<file path="src/rtl/fetch_ctrl_if.sv">
// Instruction-side SRAM-like bus: request/address out, address/data handshakes in.
interface fetch_ctrl_if;
    logic        inst_req_o;
    logic [31:0] inst_addr_o;
    logic        inst_addr_ok_i;
    logic        inst_data_ok_i;
    logic [31:0] inst_rdata_i;

    modport master (
        output inst_req_o,
        output inst_addr_o,
        input  inst_addr_ok_i,
        input  inst_data_ok_i,
        input  inst_rdata_i
    );

    modport slave (
        input  inst_req_o,
        input  inst_addr_o,
        output inst_addr_ok_i,
        output inst_data_ok_i,
        output inst_rdata_i
    );
endinterface

</file>
<file path="src/rtl/fetch_ctrl.sv">
// Fetch sequencer: one outstanding instruction-bus request, a one-entry skid
// buffer for decode stalls, and cancellation of in-flight fetches on redirect.
module fetch_ctrl #(
    parameter logic [31:0] RESET_PC = 32'hbfc0_0000
) (
    input  logic         clk,
    input  logic         rst,
    input  logic [31:0]  pc_f_i,
    input  logic         flush_i,
    input  logic         stall_d_i,
    fetch_ctrl_if.master bus,
    output logic [31:0]  inst_o,
    output logic [31:0]  inst_pc_o,
    output logic         inst_valid_o,
    output logic         adel_o,
    output logic         stall_f_o
);

    typedef enum logic [1:0] {
        S_REQ  = 2'd0,
        S_WAIT = 2'd1,
        S_HOLD = 2'd2,
        S_DROP = 2'd3
    } state_t;

    state_t      state, next_state;
    logic [31:0] pc_pend;
    logic [31:0] skid_data;
    logic [31:0] skid_pc;

    logic        out_free;
    logic        req;
    logic        pend_ld;
    logic        skid_ld;
    logic        deliver;
    logic        load;
    logic [31:0] load_data;
    logic [31:0] load_pc;
    logic        load_adel;

    assign out_free = ~inst_valid_o | ~stall_d_i;

    // State register.
    always_ff @(posedge clk) begin
        if (rst) state <= S_REQ;
        else     state <= next_state;
    end

    // Next state, bus request and output-register load selection.
    // deliver marks bus/adel deliveries that release the PC; the skid move
    // loads the output register without releasing it a second time.
    always_comb begin
        next_state = state;
        req        = 1'b0;
        pend_ld    = 1'b0;
        skid_ld    = 1'b0;
        deliver    = 1'b0;
        load       = 1'b0;
        load_data  = '0;
        load_pc    = pc_f_i;
        load_adel  = 1'b0;
        unique case (state)
            S_REQ: begin
                if (pc_f_i[1:0] == 2'b00) begin
                    req = 1'b1;
                    if (bus.inst_addr_ok_i) begin
                        pend_ld    = 1'b1;
                        next_state = flush_i ? S_DROP : S_WAIT;
                    end
                end else if (out_free && !flush_i) begin
                    deliver   = 1'b1;
                    load      = 1'b1;
                    load_data = '0;
                    load_pc   = pc_f_i;
                    load_adel = 1'b1;
                end
            end
            S_WAIT: begin
                if (flush_i) begin
                    next_state = bus.inst_data_ok_i ? S_REQ : S_DROP;
                end else if (bus.inst_data_ok_i) begin
                    if (out_free) begin
                        deliver    = 1'b1;
                        load       = 1'b1;
                        load_data  = bus.inst_rdata_i;
                        load_pc    = pc_pend;
                        next_state = S_REQ;
                    end else begin
                        skid_ld    = 1'b1;
                        next_state = S_HOLD;
                    end
                end
            end
            S_HOLD: begin
                if (flush_i) begin
                    next_state = S_REQ;
                end else if (!stall_d_i) begin
                    load       = 1'b1;
                    load_data  = skid_data;
                    load_pc    = skid_pc;
                    next_state = S_REQ;
                end
            end
            S_DROP: begin
                if (bus.inst_data_ok_i) next_state = S_REQ;
            end
            default: next_state = S_REQ;
        endcase
    end

    assign bus.inst_req_o  = req & ~rst;
    assign bus.inst_addr_o = pc_f_i;
    assign stall_f_o       = ~(flush_i | deliver | skid_ld);

    // Pending-PC, skid buffer and decode-facing output register.
    always_ff @(posedge clk) begin
        if (rst) begin
            pc_pend      <= '0;
            skid_data    <= '0;
            skid_pc      <= '0;
            inst_o       <= '0;
            inst_pc_o    <= RESET_PC;
            adel_o       <= 1'b0;
            inst_valid_o <= 1'b0;
        end else begin
            if (pend_ld) pc_pend <= pc_f_i;
            if (skid_ld) begin
                skid_data <= bus.inst_rdata_i;
                skid_pc   <= pc_pend;
            end else if (state == S_HOLD && flush_i) begin
                skid_data <= '0;
                skid_pc   <= '0;
            end
            if (flush_i) begin
                inst_valid_o <= 1'b0;
            end else if (load) begin
                inst_o       <= load_data;
                inst_pc_o    <= load_pc;
                adel_o       <= load_adel;
                inst_valid_o <= 1'b1;
            end else if (!stall_d_i) begin
                inst_valid_o <= 1'b0;
            end
        end
    end

endmodule
</file>
<file path="src/flat_wrapper.sv">
// flat-port wrapper written by rule: the top's interface ports become plain ports
module fetch_ctrl_flat 
#(
    parameter logic [31:0] RESET_PC = 32'hbfc0_0000
)
  (clk, rst, pc_f_i, flush_i, stall_d_i, inst_o, inst_pc_o, inst_valid_o, adel_o, stall_f_o, bus_inst_req_o, bus_inst_addr_o, bus_inst_addr_ok_i, bus_inst_data_ok_i, bus_inst_rdata_i);
  fetch_ctrl_if bus_i ();
  input  logic clk;
  input  logic rst;
  input  logic [31:0] pc_f_i;
  input  logic flush_i;
  input  logic stall_d_i;
  output logic [31:0] inst_o;
  output logic [31:0] inst_pc_o;
  output logic inst_valid_o;
  output logic adel_o;
  output logic stall_f_o;
  output wire logic [$bits(bus_i.inst_req_o)-1:0] bus_inst_req_o;
  output wire logic [$bits(bus_i.inst_addr_o)-1:0] bus_inst_addr_o;
  input wire logic [$bits(bus_i.inst_addr_ok_i)-1:0] bus_inst_addr_ok_i;
  input wire logic [$bits(bus_i.inst_data_ok_i)-1:0] bus_inst_data_ok_i;
  input wire logic [$bits(bus_i.inst_rdata_i)-1:0] bus_inst_rdata_i;
  assign bus_inst_req_o = bus_i.inst_req_o;
  assign bus_inst_addr_o = bus_i.inst_addr_o;
  assign bus_i.inst_addr_ok_i = bus_inst_addr_ok_i;
  assign bus_i.inst_data_ok_i = bus_inst_data_ok_i;
  assign bus_i.inst_rdata_i = bus_inst_rdata_i;
  fetch_ctrl #(.RESET_PC(RESET_PC)) u_core (.clk(clk), .rst(rst), .pc_f_i(pc_f_i), .flush_i(flush_i), .stall_d_i(stall_d_i), .bus(bus_i), .inst_o(inst_o), .inst_pc_o(inst_pc_o), .inst_valid_o(inst_valid_o), .adel_o(adel_o), .stall_f_o(stall_f_o));
endmodule
</file>
<file path="config.mk">
export PLATFORM = sky130hd
export DESIGN_NAME = fetch_ctrl_flat
export DESIGN_NICKNAME = d
export VERILOG_FILES = /design/src/rtl/fetch_ctrl_if.sv /design/src/rtl/fetch_ctrl.sv /design/src/flat_wrapper.sv
export SDC_FILE = /design/constraint.sdc
export NUM_CORES = 1
export LEC_CHECK = 0
export ABC_AREA = 1
export BUFFER_PORTS_ARGS = -buffer_cell sky130_fd_sc_hd__buf_4
export CAP_MARGIN = 20
export CORE_MARGIN = 1
export CORE_UTILIZATION = 49
export DETAILED_ROUTE_END_ITERATION = 8
export PLACE_DENSITY = 0.83
export SKIP_LAST_GASP = 1
export SYNTH_ARGS = -nofsm -noshare
export SYNTH_HDL_FRONTEND = slang
export SYNTH_SLANG_ARGS = --single-unit
export TNS_END_PERCENT = 10
</file>
<file path="constraint.sdc">
create_clock -name clk -period 3.6 [get_ports clk]
set_input_delay 0.36 -clock clk [delete_from_list [all_inputs] [get_ports clk]]
set_output_delay 0.36 -clock clk [all_outputs]
set_load 0.05 [all_outputs]
</file>
After elaboration in Yosys (flattened, before gate mapping)
Index checks and enable logic that the tools add are counted.
{"block": "classes", "eq_ne": 9, "n_mux": 43, "bitwise": 9, "n_reduce_logical": 9}
{"op": "32-bit 2-to-1 mux", "count": 9}
{"op": "32-bit one-hot mux with 2 select lines", "count": 2}
{"op": "2-bit 2-to-1 mux", "count": 10}
{"op": "1-bit 2-to-1 mux", "count": 19}
{"op": "2-bit one-hot mux with 4 select lines", "count": 1}
{"op": "3-bit inequality test, second input constant", "count": 2}
{"op": "1-bit inverter", "count": 5}
{"op": "5-bit AND reduction", "count": 1}
{"op": "2-bit equality test, second input constant", "count": 2}
{"op": "2-bit zero test", "count": 2}
{"op": "2-bit by 1-bit inequality test with 1-bit output, second input constant", "count": 2}
{"op": "2-bit inequality test, second input constant", "count": 2}
{"op": "1-bit bitwise OR", "count": 3}
{"op": "1-bit one-hot mux with 3 select lines", "count": 1}
{"op": "2-bit by 1-bit equality test with 1-bit output, second input constant", "count": 1}
{"op": "1-bit logical AND", "count": 2}
{"op": "1-bit one-hot mux with 2 select lines", "count": 1}
{"op": "2-bit AND reduction", "count": 1}
{"op": "2-bit nonzero test", "count": 1}
{"op": "2-bit OR reduction", "count": 1}
{"op": "1-bit AND", "count": 1}
{"op": "1-bit zero test", "count": 1}
{"block": "totals", "reg_bits": 164, "out_inout_bits": 100, "elab_cells": 78}

Logic depth before layout (Yosys ltp)
{"block": "depth", "depth_word": 9, "depth_mapped": 11}

Worst setup path before layout
No wires, ideal clock.
{"block": "synth_path", "kind": "register -> output", "start": "register u_core.state[0]", "end": "output port bus_inst_req_o", "arrival_time_ns": 2.156, "t_required_ns": 3.240, "setup_slack_ns": 1.084, "stages_incl_launch_ff": 5, "cell_sequence": "dfxtp_1 > inv_1 > ha_1 > inv_1 > nor4_1"}
{"block": "synth_via", "elab_chain_cells": 3}
{"element": "start: declaration", "line": "fetch_ctrl.sv:26", "rtl": "state_t state, next_state;"}
{"element": "start signal: assignment", "line": "fetch_ctrl.sv:46", "rtl": "else state <= next_state;"}
{"element": "2-bit zero test", "line": "fetch_ctrl.sv:62", "rtl": "unique case (state)"}
{"element": "1-bit 2-to-1 mux", "line": "fetch_ctrl.sv:62"}
{"element": "1-bit AND", "line": "fetch_ctrl.sv:111", "rtl": "assign bus.inst_req_o = req & ~rst;"}
{"element": "end: declaration", "line": "flat_wrapper.sv:18", "rtl": "output wire logic [$bits(bus_i.inst_req_o)-1:0] bus_inst_req_o;"}
No other way between the ends.

Worst setup path in the final report
{"block": "layout_path", "start": "register u_core.state[1]", "end": "output port stall_f_o"}
{"block": "layout_via", "elab_chain_cells": 5}
{"element": "2-bit by 1-bit equality test with 1-bit output / 2-bit zero test (equally long branches)", "line": "fetch_ctrl.sv:62"}
{"element": "1-bit one-hot mux with 2 select lines", "line": "fetch_ctrl.sv:62"}
{"element": "1-bit bitwise OR", "line": "fetch_ctrl.sv:113", "rtl": "assign stall_f_o = ~(flush_i | deliver | skid_ld);"}
{"element": "1-bit bitwise OR *", "line": "fetch_ctrl.sv:113"}
{"element": "1-bit inverter *", "line": "fetch_ctrl.sv:113"}
{"element": "end: declaration", "line": "flat_wrapper.sv:17", "rtl": "output logic stall_f_o;"}
Mark *: on every way between the ends. The rest lies on a longest branch, timed or not.

==> metrics.txt <==
status complete, no violations; hold path cells 3; Comb pwr share 24.3%; WP data required 3.24 ns; die area 16400 µm²; Seq pwr share 39.4%; maximum capacitance violations 0; Starting Density 50.6%; final worst path period need 3.00 ns; CTS tree built; maximum fanout along the worst path 58; leading area contributor after synthesis dfxtp_1; pin count of the biggest net entering global routing 89; Crit Path Class flip-flop to output port; Slew Limit Fails 0; Post-CTS Setup Inserts 0; Post-synth ARST share 0%; final hold vios 0; Placement Cell Area 8750 µm²; EDFF count, synth 0; Tightest Hold Check Type input port to flip-flop; Tot GR Track Use 25.6%; ratio of cells with drive above 1 in the final layout 18.7%; # fillers 1405; setup TNS 0 ns; worst r2r path cells 9; CP Launch Type flip-flop; clock sink count 164; CTS Buf Count 17; Least-Margin Pin Slew 0.954 ns; most instantiated cells after synthesis nand2_1, nand3_1, dfxtp_1; Post-Synthesis Cells 1117; maximum vdd drop 0.357 mV; Final Wtd Congestion 0.798; HPWL after DPL 12300 µm; most frequent cell after synthesis nand2_1; core area 15400 µm²; Clock Power Share 36.3%; Synth top area share 42.2%; Avg Inst Size Synth 6.96 µm²; cell area after layout 9360 µm²; count of final setup violators 0; H-tree Lvls 4; DRC viols 0; Vias/cell 5.50; Core Rows 45; PwrDens 532 nW/µm²; Final Non-Filler Cells 1414; CTS Root Buffer Type clkbuf_16; Syn-to-layout area delta 20.3%; sw power 1.68 mW; ANT nets after route 0; Seq/Total Area, Yosys 42.2%; #FFs+latches synth 164; TritonRoute pass-1 iters 5; # diodes 0; clock skew 0.00684 ns; Rel. slew slack 36.2%; dpl cells 1381; vias in the first global route 6915; initial antenna violation count 0; Vias 7775; Cell Int Power 3.30 mW; dominant cells by area after synthesis dfxtp_1, nand3_1, nand2_1, a21oi_1, nand4_1; sw frac 33.7%; count of input and output buffers 169; Syn. warnings 0; count of distinct cell types in the synthesized netlist 23; Synth Flop Type dfxtp_1; nets@finish 1265; Overflow after GRT 0; Syn Nets 1192; RSZ-0062 raised after global routing no; I/O pin cnt 170; global-route wire length before repair 33300 µm; Worst-path clk slew 0.06 ns; Die Height 128 µm; CTS resizes 0; Hold WS 0.213 ns; clk_lat worst skew 0.43 ns; WL final 20900 µm; Leak 3.90 nW; detail-routed net length per standard cell 14.8 µm; Die X 128 µm; Worst Setup End Kind output port; fin crit share 83.4%; maximum clock insertion buffer count 2; CTS Hold Bufs 0; f_max 0.333 GHz; crit path DAT 2.64 ns; Mapped Area 7780 µm²; 1st-iter DRT viols 793
## state kept, by name, summed over array words and instances (netlist names)
register and count:
u_core.inst_pc_o 32, u_core.pc_pend 32, u_core.inst_valid_o 1, u_core.skid_data 32, u_core.adel_o 1, u_core.state 2
u_core.inst_o 32, u_core.skid_pc 32
## logic make-up after synthesis
kind of cell,Yosys count,share of synthesized area [%]
flops,164,42.2
simple gates,576,33.6
compound gates,170,11.0
buf+inv,202,12.3
fa+ha+maj,5,0.804
## routing by layer
| layer | vias up | GRT usage, % | routed length (µm) |
|---|---|---|---|
| met5 | - | 0 | 0 |
| met4 | 0 | 12.6 | 699 |
| met3 | 49 | 4.67 | 1150 |
| met2 | 294 | 42.8 | 9940 |
| met1 | 3593 | 31.6 | 9110 |
| li1 | 3839 | - | - |
## per-stage QoR
stage	power, mW	setup WS, ns	utilization (%)
floorplan	2.88	1.08	-
global placement	3.18	1.11	57.0
detailed placement	3.20	1.10	57.0
CTS	4.98	0.614	60.7
global route	5.17	0.442	60.9
finish	4.97	0.596	60.9
## layout by cell type (no fill, tap or decap)
cell type and instances:
nand2_1 248, nand3_1 206, buf_4 181, dfxtp_1 164, a21oi_1 134, inv_1 69, nand4_1 64, nor2_1 47
o21ai_0 32, clkbuf_16 17, nand2_2 4, o22ai_1 4, ha_1 4, clkinv_2 4, nor2_4 3, clkinvlp_4 3
clkbuf_8 3, clkbuf_1 3, inv_2 2, bufinv_16 2, buf_12 2, nor4_1 1, inv_4 1, and3_1 1
nand3_2 1, clkinv_1 1, nand2_4 1, ha_2 1
## critical path: stages, from the launching register on
cell	delay, ns
dfxtp_1	0.35
inv_1	0.09
ha_1	0.23
nand2_1	0.13
inv_4	0.43
nand2_2	0.42
and3_1	0.36
buf_4	0.19
## power groups by stage
stage	clock network [mW]	registers, mW	logic (mW)
CTS	1.82	1.96	1.21
detailed placement	0	2.00	1.20
global placement	0	1.99	1.19
floorplan	0	2.18	0.702
global route	1.89	1.97	1.31
finish	1.81	1.96	1.21
## path summary, 6_finish.rpt
check | from | to | slack [ns]
max | u_core.state[1] | stall_f_o | 0.60
min reg2reg | u_core.inst_pc_o[29] | u_core.inst_pc_o[29] | 0.46
min | bus_inst_rdata_i[20] | u_core.skid_data[20] | 0.21
max reg2reg | u_core.state[1] | u_core.inst_pc_o[13] | 1.07
## cell type report
cell class / count / area (µm²) / share of cell area (%)
well taps: 211 / 264 / 2.82
clock buffers: 23 / 478 / 5.11
multi-input cells: 751 / 3550 / 38.0
inverters: 73 / 277 / 2.96
clock inverters: 9 / 103 / 1.10
repair buffers: 183 / 1400 / 15.0
flip-flops and latches: 164 / 3280 / 35.1
Note: power is estimated with default switching activity, not from simulation.
